`src/rtl/hazard_ctrl_pkg.sv`:
```
// Shared definitions for the pipeline hazard controller: FSM encodings,
// register-file constants and default latency/timeout values.
package hazard_ctrl_pkg;

    typedef enum logic {
        HZ_RUN  = 1'b0,
        HZ_BUSY = 1'b1
    } state_t;

    localparam logic [4:0] REG_X0 = 5'd0;

    localparam int DEFAULT_MULDIV_LAT  = 4;
    localparam int DEFAULT_MEM_TIMEOUT = 255;

endpackage

```
`src/rtl/hazard_ctrl_sat_counter.sv`:
```
// Saturating up-counter with synchronous reset/clear; used for the
// data-memory wait monitor and the stall performance counter.
module hz_sat_counter #(
    parameter int               WIDTH = 8,
    parameter logic [WIDTH-1:0] MAX   = '1
) (
    input  logic             clk,
    input  logic             rst,
    input  logic             clr,
    input  logic             inc,
    output logic [WIDTH-1:0] count
);

    always_ff @(posedge clk) begin
        if (rst || clr) begin
            count <= '0;
        end else if (inc && (count != MAX)) begin
            count <= count + 1'b1;
        end
    end

endmodule

```
`src/rtl/hazard_ctrl.sv`:
```
// Stall/bubble generator for the 5-stage core: resolves memory wait, mul/div
// occupancy, EX redirect and load-use, plus a timeout flag and stall counter.
module hazard_ctrl
    import hazard_ctrl_pkg::*;
#(
    parameter int MULDIV_LAT  = DEFAULT_MULDIV_LAT,
    parameter int MEM_TIMEOUT = DEFAULT_MEM_TIMEOUT
) (
    input  logic        clk,
    input  logic        rst,
    input  logic [4:0]  id_rs1,
    input  logic [4:0]  id_rs2,
    input  logic        id_uses_rs1,
    input  logic        id_uses_rs2,
    input  logic [4:0]  ex_rd,
    input  logic        ex_mem_read,
    input  logic        ex_redirect,
    input  logic        muldiv_start,
    input  logic        dmem_req,
    input  logic        dmem_ready,
    output logic        pc_stall,
    output logic        pc_bubble,
    output logic        if_id_stall,
    output logic        if_id_bubble,
    output logic        id_ex_stall,
    output logic        id_ex_bubble,
    output logic        ex_mem_stall,
    output logic        ex_mem_bubble,
    output logic        mem_wb_stall,
    output logic        mem_wb_bubble,
    output logic        mem_err,
    output logic [31:0] stall_cycles,
    output state_t      dbg_state,
    output logic [$clog2((MULDIV_LAT > 1) ? MULDIV_LAT : 2)-1:0] dbg_cnt
);

    localparam int CNT_W = $clog2((MULDIV_LAT > 1) ? MULDIV_LAT : 2);
    localparam logic [CNT_W-1:0] CNT_LOAD = CNT_W'((MULDIV_LAT > 1) ? (MULDIV_LAT - 2) : 0);
    localparam bit MD_EN = (MULDIV_LAT > 1);
    localparam int MW_W = $clog2(MEM_TIMEOUT + 1);
    localparam logic [MW_W-1:0] TIMEOUT_V = MW_W'(MEM_TIMEOUT);

    state_t           state;
    state_t           state_next;
    logic [CNT_W-1:0] cnt;
    logic [CNT_W-1:0] cnt_next;
    logic             mw;
    logic             lu;
    logic             md;
    logic [MW_W-1:0]  memwait_cnt;

    assign mw = dmem_req & ~dmem_ready;
    assign lu = ex_mem_read && (ex_rd != REG_X0) &&
                (((ex_rd == id_rs1) && id_uses_rs1) || ((ex_rd == id_rs2) && id_uses_rs2));
    assign md = ((state == HZ_RUN) && muldiv_start && MD_EN) ||
                ((state == HZ_BUSY) && (cnt != '0));

    always_ff @(posedge clk) begin
        if (rst) begin
            state <= HZ_RUN;
            cnt   <= '0;
        end else begin
            state <= state_next;
            cnt   <= cnt_next;
        end
    end

    // A pending memory wait freezes the whole pipeline, so the mul/div
    // sequencer must not advance either.
    always_comb begin
        state_next = state;
        cnt_next   = cnt;
        if (!mw) begin
            case (state)
                HZ_RUN: begin
                    if (muldiv_start && MD_EN) begin
                        state_next = HZ_BUSY;
                        cnt_next   = CNT_LOAD;
                    end
                end
                HZ_BUSY: begin
                    if (cnt != '0) begin
                        cnt_next = cnt - 1'b1;
                    end else begin
                        state_next = HZ_RUN;
                    end
                end
                default: begin
                    state_next = HZ_RUN;
                    cnt_next   = '0;
                end
            endcase
        end
    end

    always_comb begin
        pc_stall      = 1'b0;
        pc_bubble     = 1'b0;
        if_id_stall   = 1'b0;
        if_id_bubble  = 1'b0;
        id_ex_stall   = 1'b0;
        id_ex_bubble  = 1'b0;
        ex_mem_stall  = 1'b0;
        ex_mem_bubble = 1'b0;
        mem_wb_stall  = 1'b0;
        mem_wb_bubble = 1'b0;
        if (!rst) begin
            if (mw) begin
                pc_stall      = 1'b1;
                if_id_stall   = 1'b1;
                id_ex_stall   = 1'b1;
                ex_mem_stall  = 1'b1;
                mem_wb_bubble = 1'b1;
            end else if (md) begin
                pc_stall      = 1'b1;
                if_id_stall   = 1'b1;
                id_ex_stall   = 1'b1;
                ex_mem_bubble = 1'b1;
            end else if (ex_redirect) begin
                // The ID instruction is squashed, so a load-use on it is moot.
                if_id_bubble = 1'b1;
                id_ex_bubble = 1'b1;
            end else if (lu) begin
                pc_stall     = 1'b1;
                if_id_stall  = 1'b1;
                id_ex_bubble = 1'b1;
            end
        end
    end

    hz_sat_counter #(
        .WIDTH (MW_W),
        .MAX   (TIMEOUT_V)
    ) u_memwait (
        .clk   (clk),
        .rst   (rst),
        .clr   (~mw),
        .inc   (mw),
        .count (memwait_cnt)
    );

    always_ff @(posedge clk) begin
        if (rst) begin
            mem_err <= 1'b0;
        end else if (mw && (memwait_cnt == TIMEOUT_V)) begin
            mem_err <= 1'b1;
        end
    end

    hz_sat_counter #(
        .WIDTH (32),
        .MAX   (32'hFFFF_FFFF)
    ) u_stall_cnt (
        .clk   (clk),
        .rst   (rst),
        .clr   (1'b0),
        .inc   (pc_stall),
        .count (stall_cycles)
    );

    assign dbg_state = state;
    assign dbg_cnt   = cnt;

endmodule
```
`config.mk`:
```
export PLATFORM = sky130hd
export DESIGN_NAME = hazard_ctrl
export DESIGN_NICKNAME = d
export VERILOG_FILES = /design/src/rtl/hazard_ctrl_pkg.sv /design/src/rtl/hazard_ctrl_sat_counter.sv /design/src/rtl/hazard_ctrl.sv
export SDC_FILE = /design/constraint.sdc
export NUM_CORES = 1
export LEC_CHECK = 0
export CAP_MARGIN = 15
export CORE_ASPECT_RATIO = 1.75
export CORE_MARGIN = 2
export CORE_UTILIZATION = 47
export DETAILED_ROUTE_END_ITERATION = 8
export PLACE_DENSITY = 0.88
export SLEW_MARGIN = 20
export SYNTH_ARGS = -nofsm -noshare
export SYNTH_HDL_FRONTEND = slang
export SYNTH_HIERARCHICAL = 1
export SYNTH_SLANG_ARGS = --single-unit
```
`constraint.sdc`:
```
create_clock -name clk -period 8.47 [get_ports clk]
set_input_delay 2.541 -clock clk [delete_from_list [all_inputs] [get_ports clk]]
set_output_delay 2.541 -clock clk [all_outputs]
set_load 0.02 [all_outputs]
```
==> key figures <==
Logic synthesis
  – Synth Area in Adders: roughly 1.5%
  – Synth warn: 6
  – Post-synth top area cell: dfxtp_1
  – Number of synthesized flops with an enable pin: 0
  – Synth Area in XOR/XNOR: 4.15%
  – Synth async-reset ratio: 0%
  – Main combinational cell family by area after synthesis: simple AND/OR/NAND/NOR gates
  – Top-area cell type share of the netlist area: 34.8%
  – Register area share after synthesis: about a third
  – Main area contributors after synthesis: dfxtp_1, a21oi_1, or3_1, or4_1, nand2_1
  – Register bit count reported by yosys: 44
  – Post-synth cell types: 58
  – Cell with the most instances after synthesis: dfxtp_1
  – Post-Syn Instances: 293
  – Synth Area in Simple Gates: 30.9%
  – Synth cell count leaders: dfxtp_1, a21oi_1, nand2_1
  – Mapped Area: 2530 µm²
  – Compound-Gate Fraction of Synth Area: 21.2%
  – Mean Syn Cell Area: between 8 and 9 µm²
  – Mux cell area share after synthesis: 1.98%
  – Synth Flop Type: dfxtp_1

Floorplanning
  – Die Width: ~60 µm
  – Chip height: a little over 100 µm
  – Die area: 6020 µm²
  – Num ports: 70
  – Core area: 5260 µm²
  – Cell Rows: 35
  – Initial Util: 48.2%

Detailed routing
  – Antenna Nets Post-Route: 0
  – WL/cell: 14.9 µm
  – Routed vias: between 2000 and 2500
  – Via density per instance: 5.97
  – Drt drc: 0
  – Initial DRC count: 65
  – Routed wire length: 6150 µm
  – TritonRoute pass-1 iters: 4

Timing
  – Final Cycle Share: 86.1%
  – Final Worst Setup Slack: 1.17 ns
  – Max Slew Vio Count: 0
  – Setup_tns: 0 ns
  – Unrepaired setup endpoints after global routing: no
  – Setup Skew: 0.00812 ns
  – Endpoints failing setup: 0
  – Hold Vio Cnt, Final: 0
  – Slew @ Worst Pin: 0.842 ns
  – Fmax: 137 MHz
  – Tmin final: 7.30 ns
  – Slew Limit Headroom: 43.9%

Finish
  – # fillers: 461
  – Diodes inserted: 0
  – Share of cells above drive strength 1: a little under an eighth
  – Layout Nets: 383
  – Layout area overhead: 29.9%

Clocking
  – H-tree lvl count: 2
  – Cts repair resizes: 0
  – Clock transition at the registers of the reported paths: 0.08 ns
  – Root Driver: clkbuf_8
  – Clock tree sinks: 44
  – Worst skew pair latency: 0.30 ns
  – Setup bufs post-CTS: 0
  – CTS Buffer Depth: 2
  – CTS Buf Count: 5
  – Cts hold-fix bufs: 0
  – CTS tree: built

Run
  – Total of max-cap violations: 0

Placed design
  – Gpl congestion: 0.937
  – Pre-CTS setup slack: 1.17 ns
  – Post-DP HPWL: 4680 µm
  – # port buffers: 67

Status
  – Status: finished, final reports clean

Critical path
  – Worst path most repeated cell: clkdlybuf4s50_1
  – Delay of the slowest cell on the worst path: ~0.63 ns
  – Top Family by Delay on Critical Path: buffers and inverters
  – FF-to-FF Start: dbg_cnt[0]$_SDFFE_PP0P_
  – Crit Path Max Fanout: 7
  – CP max-delay cell: clkdlybuf4s50_1
  – Crit path cell chain: clkdlybuf4s50_1 > xor2_1 > nor4_1 > a32oi_1 > o41ai_2 > buf_4 > clkdlybuf4s50_1
  – Worst Setup SP: ex_rd[3]
  – Worst path bufs/invs: 3
  – Arrival time worst endpoint: ~4.8 ns
  – Critical path class: in -> out
  – CP startpoint kind: input pin
  – Worst EP required: 5.93 ns
  – Worst Setup End Kind: primary output

Global routing
  – Vias in the first global route: 2406
  – GRT Util Overall: 21.1%
  – Initial antenna violation count: 0
  – First-pass GRT wire length: 10200 µm
  – Total grt overflow: 0
  – Largest net degree at the start of global routing: 33

Hold path
  – Worst hold path type: reg -> reg
  – Hold Startpoint: dbg_cnt[1]$_SDFFE_PP0P_

Pwr
  – PD cells: about 130 nW/µm²
  – VDD IR max: around 0.000075 V
  – Static Leakage: a little over 1 nW
[layer usage]
| metal | GRT usage (%) | up-vias | share of wire (%) |
|---|---|---|---|
| li1 | - | 1224 | - |
| met1 | 20.6 | 1170 | 38 |
| met2 | 41.3 | 55 | 56 |
| met3 | 4.62 | 12 | 4.4 |
| met4 | 7.52 | 0 | 1.9 |
| met5 | 0 | - | 0 |
[worst reg2reg max path: stages, from the launching register on]
cell	delay (ns)
dfxtp_1	0.38
inv_1	0.06
ha_1	0.21
nand2_1	0.09
a21o_1	0.14
or2b_1	0.28
o41ai_2	0.06
buf_4	0.21
and3_4	0.22
o311ai_4	0.22
or4_1	0.48
a21oi_2	0.15
[state kept, by name, summed over array words and instances, names as in the netlist]
register           cells
u_memwait/count        8
dbg_state              1
mem_err                1
dbg_cnt                2
u_stall_cnt/count     32
[layout make-up]
class / count / area, µm² / share of cell area, %
Tap cell: 55 / 68.8 / 2.09
Clock inverter: 2 / 35.0 / 1.06
Sequential cell: 44 / 881 / 26.8
Inverter: 9 / 33.8 / 1.03
Multi-Input combinational cell: 228 / 1520 / 46.3
Clock buffer: 6 / 72.6 / 2.20
Timing Repair Buffer: 68 / 678 / 20.6
[cells in the final DEF (no fill, tap or decap), types with 3 or more instances in the layout]
master / count
a21oi_2: 7
or4_1: 11
dfxtp_1: 44
conb_1: 3
clkbuf_8: 5
o31ai_1: 9
or3_1: 18
ha_1: 3
nand4_1: 12
inv_1: 9
mux2i_1: 5
nor2_1: 12
a21oi_1: 29
and4_1: 5
o21ai_1: 9
nand2_1: 21
xor2_1: 9
o21ai_0: 11
or3_2: 5
xnor2_1: 3
nand3_1: 14
clkdlybuf4s50_1: 67
[cells by family (layout without fill, tap and decap cells)]
| kind of cell | count (synthesis) | count (layout) |
|---|---|---|
| other cells | 1 | 3 |
| flops | 44 | 44 |
| buf+inv | 23 | 85 |
| simple gates | 127 | 127 |
| compound gates | 78 | 78 |
| fa+ha+maj | 3 | 3 |
| mux | 5 | 5 |
| xor+xnor | 12 | 12 |
[final timing paths]
kind	slack (ns)	cells after the start	to
hold reg to reg	0.47	2	dbg_cnt[1]$_SDFFE_PP0P_
setup reg to reg	5.90	11	u_stall_cnt/count[25]$_SDFFE_PP0P_
setup / recovery	1.17	7	pc_stall
hold / removal	0.47	2	dbg_cnt[1]$_SDFFE_PP0P_
[stage by stage]
step | instances | hold slack (ns) | cell area [µm²] | util, % | power (mW)
after floorplan | 295 | 0.461 | 2540 | - | 0.247
after global placement | 404 | 0.452 | 3180 | 60.6 | 0.268
after detailed placement | 404 | 0.457 | 3180 | 60.6 | 0.269
after CTS | 412 | 0.469 | 3290 | 62.6 | 0.427
after global routing | 412 | 0.499 | 3290 | 62.6 | 0.438
final | 412 | 0.468 | 3290 | 62.6 | 0.422
[where the power goes]
| part | internal (mW) | switching [mW] | leakage [nW] |
|---|---|---|---|
| Clock | 0.0876 | 0.0706 | 0.0552 |
| Combinational | 0.0264 | 0.0276 | 0.610 |
| Sequential | 0.208 | 0.00189 | 0.355 |
(Power assumes the default switching activity.)
